**src/rtl/led_pattern_player.sv**
```systemverilog
// Single-LED pattern sequencer between the game-control FSM and the board LEDs.
// Plays steps from a writable pattern memory and shows WIN (all on) / FAIL (all blinking).
module led_pattern_player #(
   parameter int unsigned N_LED       = 8,
   parameter int unsigned DEPTH       = 8,
   parameter int unsigned TICK_DIV    = 4,
   parameter int unsigned ON_TICKS    = 2,
   parameter int unsigned OFF_TICKS   = 1,
   parameter int unsigned FAIL_BLINKS = 3,
   localparam int unsigned AW = $clog2(DEPTH),
   localparam int unsigned IW = (N_LED > 2) ? $clog2(N_LED) : 1
) (
   input  logic             clk,
   input  logic             rst_n,
   input  logic             start,
   input  logic             stop,
   input  logic             loop_mode,
   input  logic [AW-1:0]    len_m1,
   input  logic             wr_en,
   input  logic [AW-1:0]    wr_addr,
   input  logic [IW-1:0]    wr_data,
   input  logic             correct,
   input  logic             wrong,
   output logic [N_LED-1:0] led,
   output logic             busy,
   output logic             done,
   output logic [AW-1:0]    step_idx
);

   localparam int unsigned FAIL_TICKS = 2 * FAIL_BLINKS;
   localparam int unsigned ONOFF_MAX  = (ON_TICKS > OFF_TICKS) ? ON_TICKS : OFF_TICKS;
   localparam int unsigned PH_MAX     = (ONOFF_MAX > FAIL_TICKS) ? ONOFF_MAX : FAIL_TICKS;
   localparam int unsigned PW         = $clog2(PH_MAX + 1);
   localparam int unsigned DW         = $clog2(TICK_DIV + 1);

   typedef enum logic [2:0] {StIdle, StOff, StOn, StWin, StFail} state_e;

   state_e           state;
   logic [IW-1:0]    pattern [DEPTH];
   logic [DW-1:0]    presc;
   logic [PW-1:0]    phase;
   logic [AW-1:0]    len_q;
   logic             loop_q;
   logic             tick;
   logic [IW-1:0]    cur_entry;
   logic [N_LED-1:0] led_hot;

   assign cur_entry = pattern[step_idx];
   assign tick      = (presc == DW'(TICK_DIV - 1));

   // Entries >= N_LED decode to no LED at all.
   always_comb begin
      led_hot = '0;
      for (int i = 0; i < int'(N_LED); i++) begin
         if (cur_entry == IW'(i)) led_hot[i] = 1'b1;
      end
   end

   always_ff @(posedge clk or negedge rst_n) begin
      if (!rst_n) begin
         for (int i = 0; i < int'(DEPTH); i++) pattern[i] <= IW'(i % int'(N_LED));
      end else if (wr_en) begin
         pattern[wr_addr] <= wr_data;
      end
   end

   always_ff @(posedge clk or negedge rst_n) begin
      if (!rst_n) begin
         state    <= StIdle;
         led      <= '0;
         busy     <= 1'b0;
         done     <= 1'b0;
         step_idx <= '0;
         presc    <= '0;
         phase    <= '0;
         len_q    <= '0;
         loop_q   <= 1'b0;
      end else begin
         done <= 1'b0;
         if (correct) begin
            state <= StWin;
            led   <= '1;
            busy  <= 1'b0;
            presc <= '0;
            phase <= '0;
         end else if (wrong && state != StWin) begin
            state <= StFail;
            led   <= '1;
            busy  <= 1'b1;
            presc <= '0;
            phase <= '0;
         end else if (stop && (state == StOff || state == StOn)) begin
            state <= StIdle;
            led   <= '0;
            busy  <= 1'b0;
            presc <= '0;
            phase <= '0;
         end else if (start) begin
            state    <= StOff;
            led      <= '0;
            busy     <= 1'b1;
            presc    <= '0;
            phase    <= '0;
            step_idx <= '0;
            len_q    <= len_m1;
            loop_q   <= loop_mode;
         end else begin
            if (state == StOff || state == StOn || state == StFail) begin
               presc <= tick ? '0 : presc + DW'(1);
            end
            case (state)
               StOff: begin
                  if (tick) begin
                     if (phase == PW'(OFF_TICKS - 1)) begin
                        state <= StOn;
                        phase <= '0;
                        led   <= led_hot;
                     end else begin
                        phase <= phase + PW'(1);
                     end
                  end
               end
               StOn: begin
                  if (tick) begin
                     if (phase == PW'(ON_TICKS - 1)) begin
                        phase <= '0;
                        led   <= '0;
                        if (step_idx < len_q) begin
                           step_idx <= step_idx + AW'(1);
                           state    <= StOff;
                        end else if (loop_q) begin
                           step_idx <= '0;
                           state    <= StOff;
                        end else begin
                           state <= StIdle;
                           busy  <= 1'b0;
                           done  <= 1'b1;
                        end
                     end else begin
                        phase <= phase + PW'(1);
                     end
                  end
               end
               StFail: begin
                  if (tick) begin
                     if (phase == PW'(FAIL_TICKS - 1)) begin
                        state <= StIdle;
                        phase <= '0;
                        led   <= '0;
                        busy  <= 1'b0;
                     end else begin
                        phase <= phase + PW'(1);
                        led   <= ~led;
                     end
                  end
               end
               default: ;
            endcase
         end
      end
   end

endmodule

```
**config.mk**
```make
export PLATFORM = sky130hd
export DESIGN_NAME = led_pattern_player
export DESIGN_NICKNAME = d
export VERILOG_FILES = /design/src/rtl/led_pattern_player.sv
export SDC_FILE = /design/constraint.sdc
export NUM_CORES = 1
export LEC_CHECK = 0
export BUFFER_PORTS_ARGS = -buffer_cell sky130_fd_sc_hd__buf_2
export CORE_ASPECT_RATIO = 2
export CORE_UTILIZATION = 55
export DETAILED_ROUTE_END_ITERATION = 10
export GPL_ROUTABILITY_DRIVEN = 0
export PLACE_DENSITY = 0.76
export RECOVER_POWER = 50
export SLEW_MARGIN = 20
export SYNTH_ARGS = -nofsm -noshare
export SYNTH_HDL_FRONTEND = slang
export SYNTH_SLANG_ARGS = --single-unit
```
**constraint.sdc**
```tcl
create_clock -name clk -period 6.6 [get_ports clk]
set_input_delay 1.32 -clock clk [delete_from_list [all_inputs] [get_ports clk]]
set_output_delay 1.32 -clock clk [all_outputs]
set_load 0.02 [all_outputs]
```
Word level (Yosys, flattened, before mapping)
Index checks and enable logic that the tools add are counted.
W data, S select, Z words.
{ "totals": {"out_inout_bits": 13, "word_cells": 153, "in_bits": 17, "register_bits": 50} }
{ "op_classes": {"n_eq_ne": 22, "bitwise_logic": 6, "muxes": 81, "reduce_logical": 20, "add_sub_neg": 3, "order_cmp": 4} }
{ "op_table": {"columns": ["operator", "n"], "rows": [
  ["$mux W3", 35],
  ["$mux W8", 10],
  ["$mux W1", 29],
  ["$bwmux W24", 1],
  ["$ne A6 B5 Y1 const B", 4],
  ["$pmux W8 S3", 1],
  ["$reduce_and A7 Y1", 3],
  ["$eq A3 B3 Y1 const B", 6],
  ["$pmux W3 S3", 2],
  ["$eq A3 B2 Y1 const B", 4],
  ["$ne A6 B4 Y1 const B", 2],
  ["$ne A6 B6 Y1 const B", 2],
  ["$add A3 B1 Y3 const B", 3],
  ["$bmux W3 S3", 1],
  ["$demux W3 S3", 1],
  ["$eq A3 B1 Y1 const B", 3],
  ["$ge A4 B4 Y1 const B", 2],
  ["$not A3 Y4", 2],
  ["$not A8 Y8", 1],
  ["$reduce_and A4 Y1", 2],
  ["$reduce_bool A7 Y1", 1],
  ["$logic_not A3 Y1", 2],
  ["$reduce_and A6 Y1", 1],
  ["$reduce_bool A2 Y1", 3],
  ["10 further kinds", 15]
]} }

Depth between registers and ports, before layout
{ "logic_depth": {"depth_word": 13, "mapped_depth": 8, "mapped_depth_nobuf": 8} }

Worst setup path after synthesis
Ideal clock, no wire load.
{ "synth_timing": {"path_kind": "in2reg", "startpoint": "in start", "endpoint": "reg led[0]", "path_buffers": 2, "t_arrival_ns": 2.963, "path_slack_ns": 3.510, "cell_stages": 8, "required_ns": 6.472, "setup_ns": 0.128, "path_cell_list": "clkbuf_1 > nor2_1 > a21boi_0 > o311ai_2 > nand2_1 > a31o_2 > buf_4 > mux2_1"} }
{ "synth_between": {"elab_chain_len": 4, "elab_cells_between_ends": 11, "classes_between": "eq/ne (5); mux (4); reduce/logical (2)"} }
{ "synth_lines": {"columns": ["item", "line", "text"], "rows": [
  ["start: declaration", "15", "input logic start,"],
  ["$mux W8", "98", "end else if (start) begin"],
  ["$mux W8", "92", "end else if (stop && (state == StOff || state == StOn)) begin"],
  ["$mux W8", "86", "end else if (wrong && state != StWin) begin"],
  ["$mux W8", "80", "if (correct) begin"],
  ["end signal: assignment", "117", "led <= led_hot;"],
  ["end signal: assignment", "153", "led <= ~led;"],
  ["end: declaration", "24", "output logic [N_LED-1:0] led,"]
]} }
Parallel ways exist; a longest one is shown, timed or not.
A chain may end at the register's enable or synchronous reset.

==> results.cfg <==
[timing]
holdWs_ns = 0.500
drv_slew = 51
post-route-period-util = 0.497
max_freq_mhz = 305
clock-skew-final_ns = 0.00807
setup_ws_ns = 3.32
final.min_clock_period_ns = 3.28
maxSlewHeadroom = -0.729
finalHoldViolCount = 0
fin_setup_tns_ns = 0
rsz0062_at_grt = false
finalSetupViolCount = 0
tightest_slew_ns = 2.59

[synth]
synth_compound_area_frac = 0.136
yosys_warnings = 0
synthMuxAreaShare = 0.193
synth-seq-cells = 50
synth_top_family_by_area = multiplexers
netlist_area_um2 = 2740
syn_inst = 247
synth_xor_xnor_area_share = 0
ys.flop_type = dfrtp_1
synth_edf_count = 0
synthDistinctLibCells = 47
synth.avg_cell_area_um2 = 11.1
synth_simple_gate_area_frac = 0.143
ys_seq_area_frac = 0.462
async_flop_share = 1.00
syn_nets = 271
synthAdderAreaFrac = 0.0319

[route]
ant_nets = 0
remaining_drc_errors = 0
via_per_inst = 6.24
route.final.wire_length_um = 5840
wl_per_cell_um = 17.6
drtPass1Iterations = 4
drtIter0Drc = 51
num_vias = 2073

[cells_and_area]
fin_area_um2 = 3010
finish.utilization = 0.624
area_delta_synth_final_pct = 9.63
final_cell_mix = dfrtp_1, buf_2, mux2_2
fin_cells = 332
drive_gt1_frac = 0.305
layout_commonest_cell = dfrtp_1
multi_input_area_um2 = 1380
regArea_um2 = 1270
n_fill_cell = 404
antenna_cells = 0
nets = 298

[clock_network]
cts_hold_buf = 0
clk-insertion-delay-late_ns = 0.31
clkSinkCount = 50
numCtsBuffers = 5
htreeDepth = 2
post_cts_buffers = 0
cts_root_buf = clkbuf_8
cts_buffer_depth = 2
cts_tree = yes
clkSlewWorstSetupHoldPaths_ns = 0.09
cts_resized = 0

[power]
pwr-share-seq = 0.454
switchingPower_uw = 386
p_leak_nw = 1.23
p_int_uw = 652
pwr-share-clk = 0.179
fin_total_pwr_mw = 1.04
swShare = 0.372
pwr-share-comb = 0.367
powerDensity_nw_per_um2 = 345
vdd_drop_max_v = 0.000235

[floorplan]
die_h_um = 102
core_area_um2 = 4820
pin_count = 30
std_cell_rows = 36
die_x_um = 51.9
die_area_um2 = 5290
start_util = 0.569

[placement]
preCtsSetupSlack_ns = 3.29
port_buffers = 29
place_area_um2 = 2910
placedCellCount = 324
place_hpwl_um = 4400

[setup_path]
cp-start-kind = input pin
crit_chain = clkbuf_1
critPathArrivalTime_ns = 3.15
end_kind = async pin
critPathKind = input pin to async pin
cp_slowest_cell = clkbuf_1
cp_slowest_stage_delay_ns = 1.80
critPathTopFamily = buffers and inverters
cp_max_fo = 50
cp_data_required_time_ns = 6.47
worst-path-buf-inv = 1

[run_status]
status = complete, but fails checks
failed_checks = max-capacitance violations, max-slew violations

[global_routing]
grtUsageTotal = 0.249
grt_pass1_vias = 2058
grt_max_degree = 51
grt_pass1_wl_um = 9480
antenna_found_initial = 0
grt_remaining_overflow = 0

[run]
maxCapViolCount = 1

[min_path]
hold_class = register to register
-- synth_stat cells (2+ instances only) --
library cell  count  area (um2)
a31oi_1           5        31.3
a22oi_1           3        22.5
mux2_2           26         293
o221ai_1          9        78.8
buf_4             2        15.0
o22ai_1           3        18.8
mux2_1            8        90.1
nor2b_1           6        37.5
dfrtp_1          38         951
clkbuf_1          4        15.0
o21ai_0          15        75.1
nand2b_1          7        43.8
nor3_1           10        50.1
ha_1              7        87.6
nand4b_1          3        26.3
o211ai_1          2        15.0
inv_1            13        48.8
and3_1            3        18.8
a21boi_0          2        15.0
buf_2             3        15.0
nor3b_1           4        30.0
mux4_2            6         135
nand2_1          20        75.1
a21oi_1           6        30.0
nor2_1            8        30.0
nand3b_1          2        15.0
dfstp_2          12         315
-- cells by family (layout without fill, tap and decap cells) --
family,Yosys count,in the layout
AO/OA/AOI/OAI,55,55
adder cells (fa/ha/maj),7,7
buffers and inverters,22,50
flip-flops,50,50
multiplexers,41,41
AND/OR/NAND/NOR,72,72
-- cell type report --
class                      count  area share
tap                           57      0.0237
clock buffer                   6      0.0275
timing repair buffer          29      0.0474
clock inverter                 2     0.00416
multi-input combinational    175       0.460
inverter                      13      0.0162
sequential                    50       0.421
-- state kept, by name, indices dropped and copies added, names as in the netlist --
name	flops
busy	1
done	1
state	3
presc	3
pattern	24
phase	3
led	8
step_idx	3
len_q	3
loop_q	1
-- per-layer routing --
metal | track usage | up-vias | routed length, um
met5 | 0 | - | 0
met4 | 0.168 | 0 | 329
met3 | 0.0640 | 28 | 195
met2 | 0.434 | 56 | 3200
met1 | 0.250 | 1017 | 2110
li1 | - | 972 | -
-- power groups by stage --
| stage | combinational, mW | clock [mW] | sequential [mW] |
|---|---|---|---|
| 6_report | 0.381 | 0.185 | 0.471 |
| 4_1_cts | 0.382 | 0.193 | 0.472 |
| 2_1_floorplan | 0.284 | 0 | 0.465 |
| 3_5_place_dp | 0.380 | 0 | 0.479 |
| 3_3_place_gp | 0.371 | 0 | 0.475 |
| 5_1_grt | 0.421 | 0.203 | 0.485 |
-- final timing paths --
path                                       from                 endpoint  slack (ns)  cells past startpoint
setup / recovery                          rst_n  step_idx[1]$_DFFE_PN0P_        3.32                      1
hold / removal             presc[0]$_DFFE_PN0P_     presc[0]$_DFFE_PN0P_        0.50                      1
setup reg to reg           state[2]$_DFFE_PN0P_       led[7]$_DFFE_PN0P_        4.07                      6
hold reg to reg            presc[0]$_DFFE_PN0P_     presc[0]$_DFFE_PN0P_        0.50                      1
max in group clk                          start       led[7]$_DFFE_PN0P_        3.56                      7
min in group asynchronous                 rst_n     state[1]$_DFFE_PN0P_        1.81                      1
Note: power is estimated with default switching activity, not from simulation.
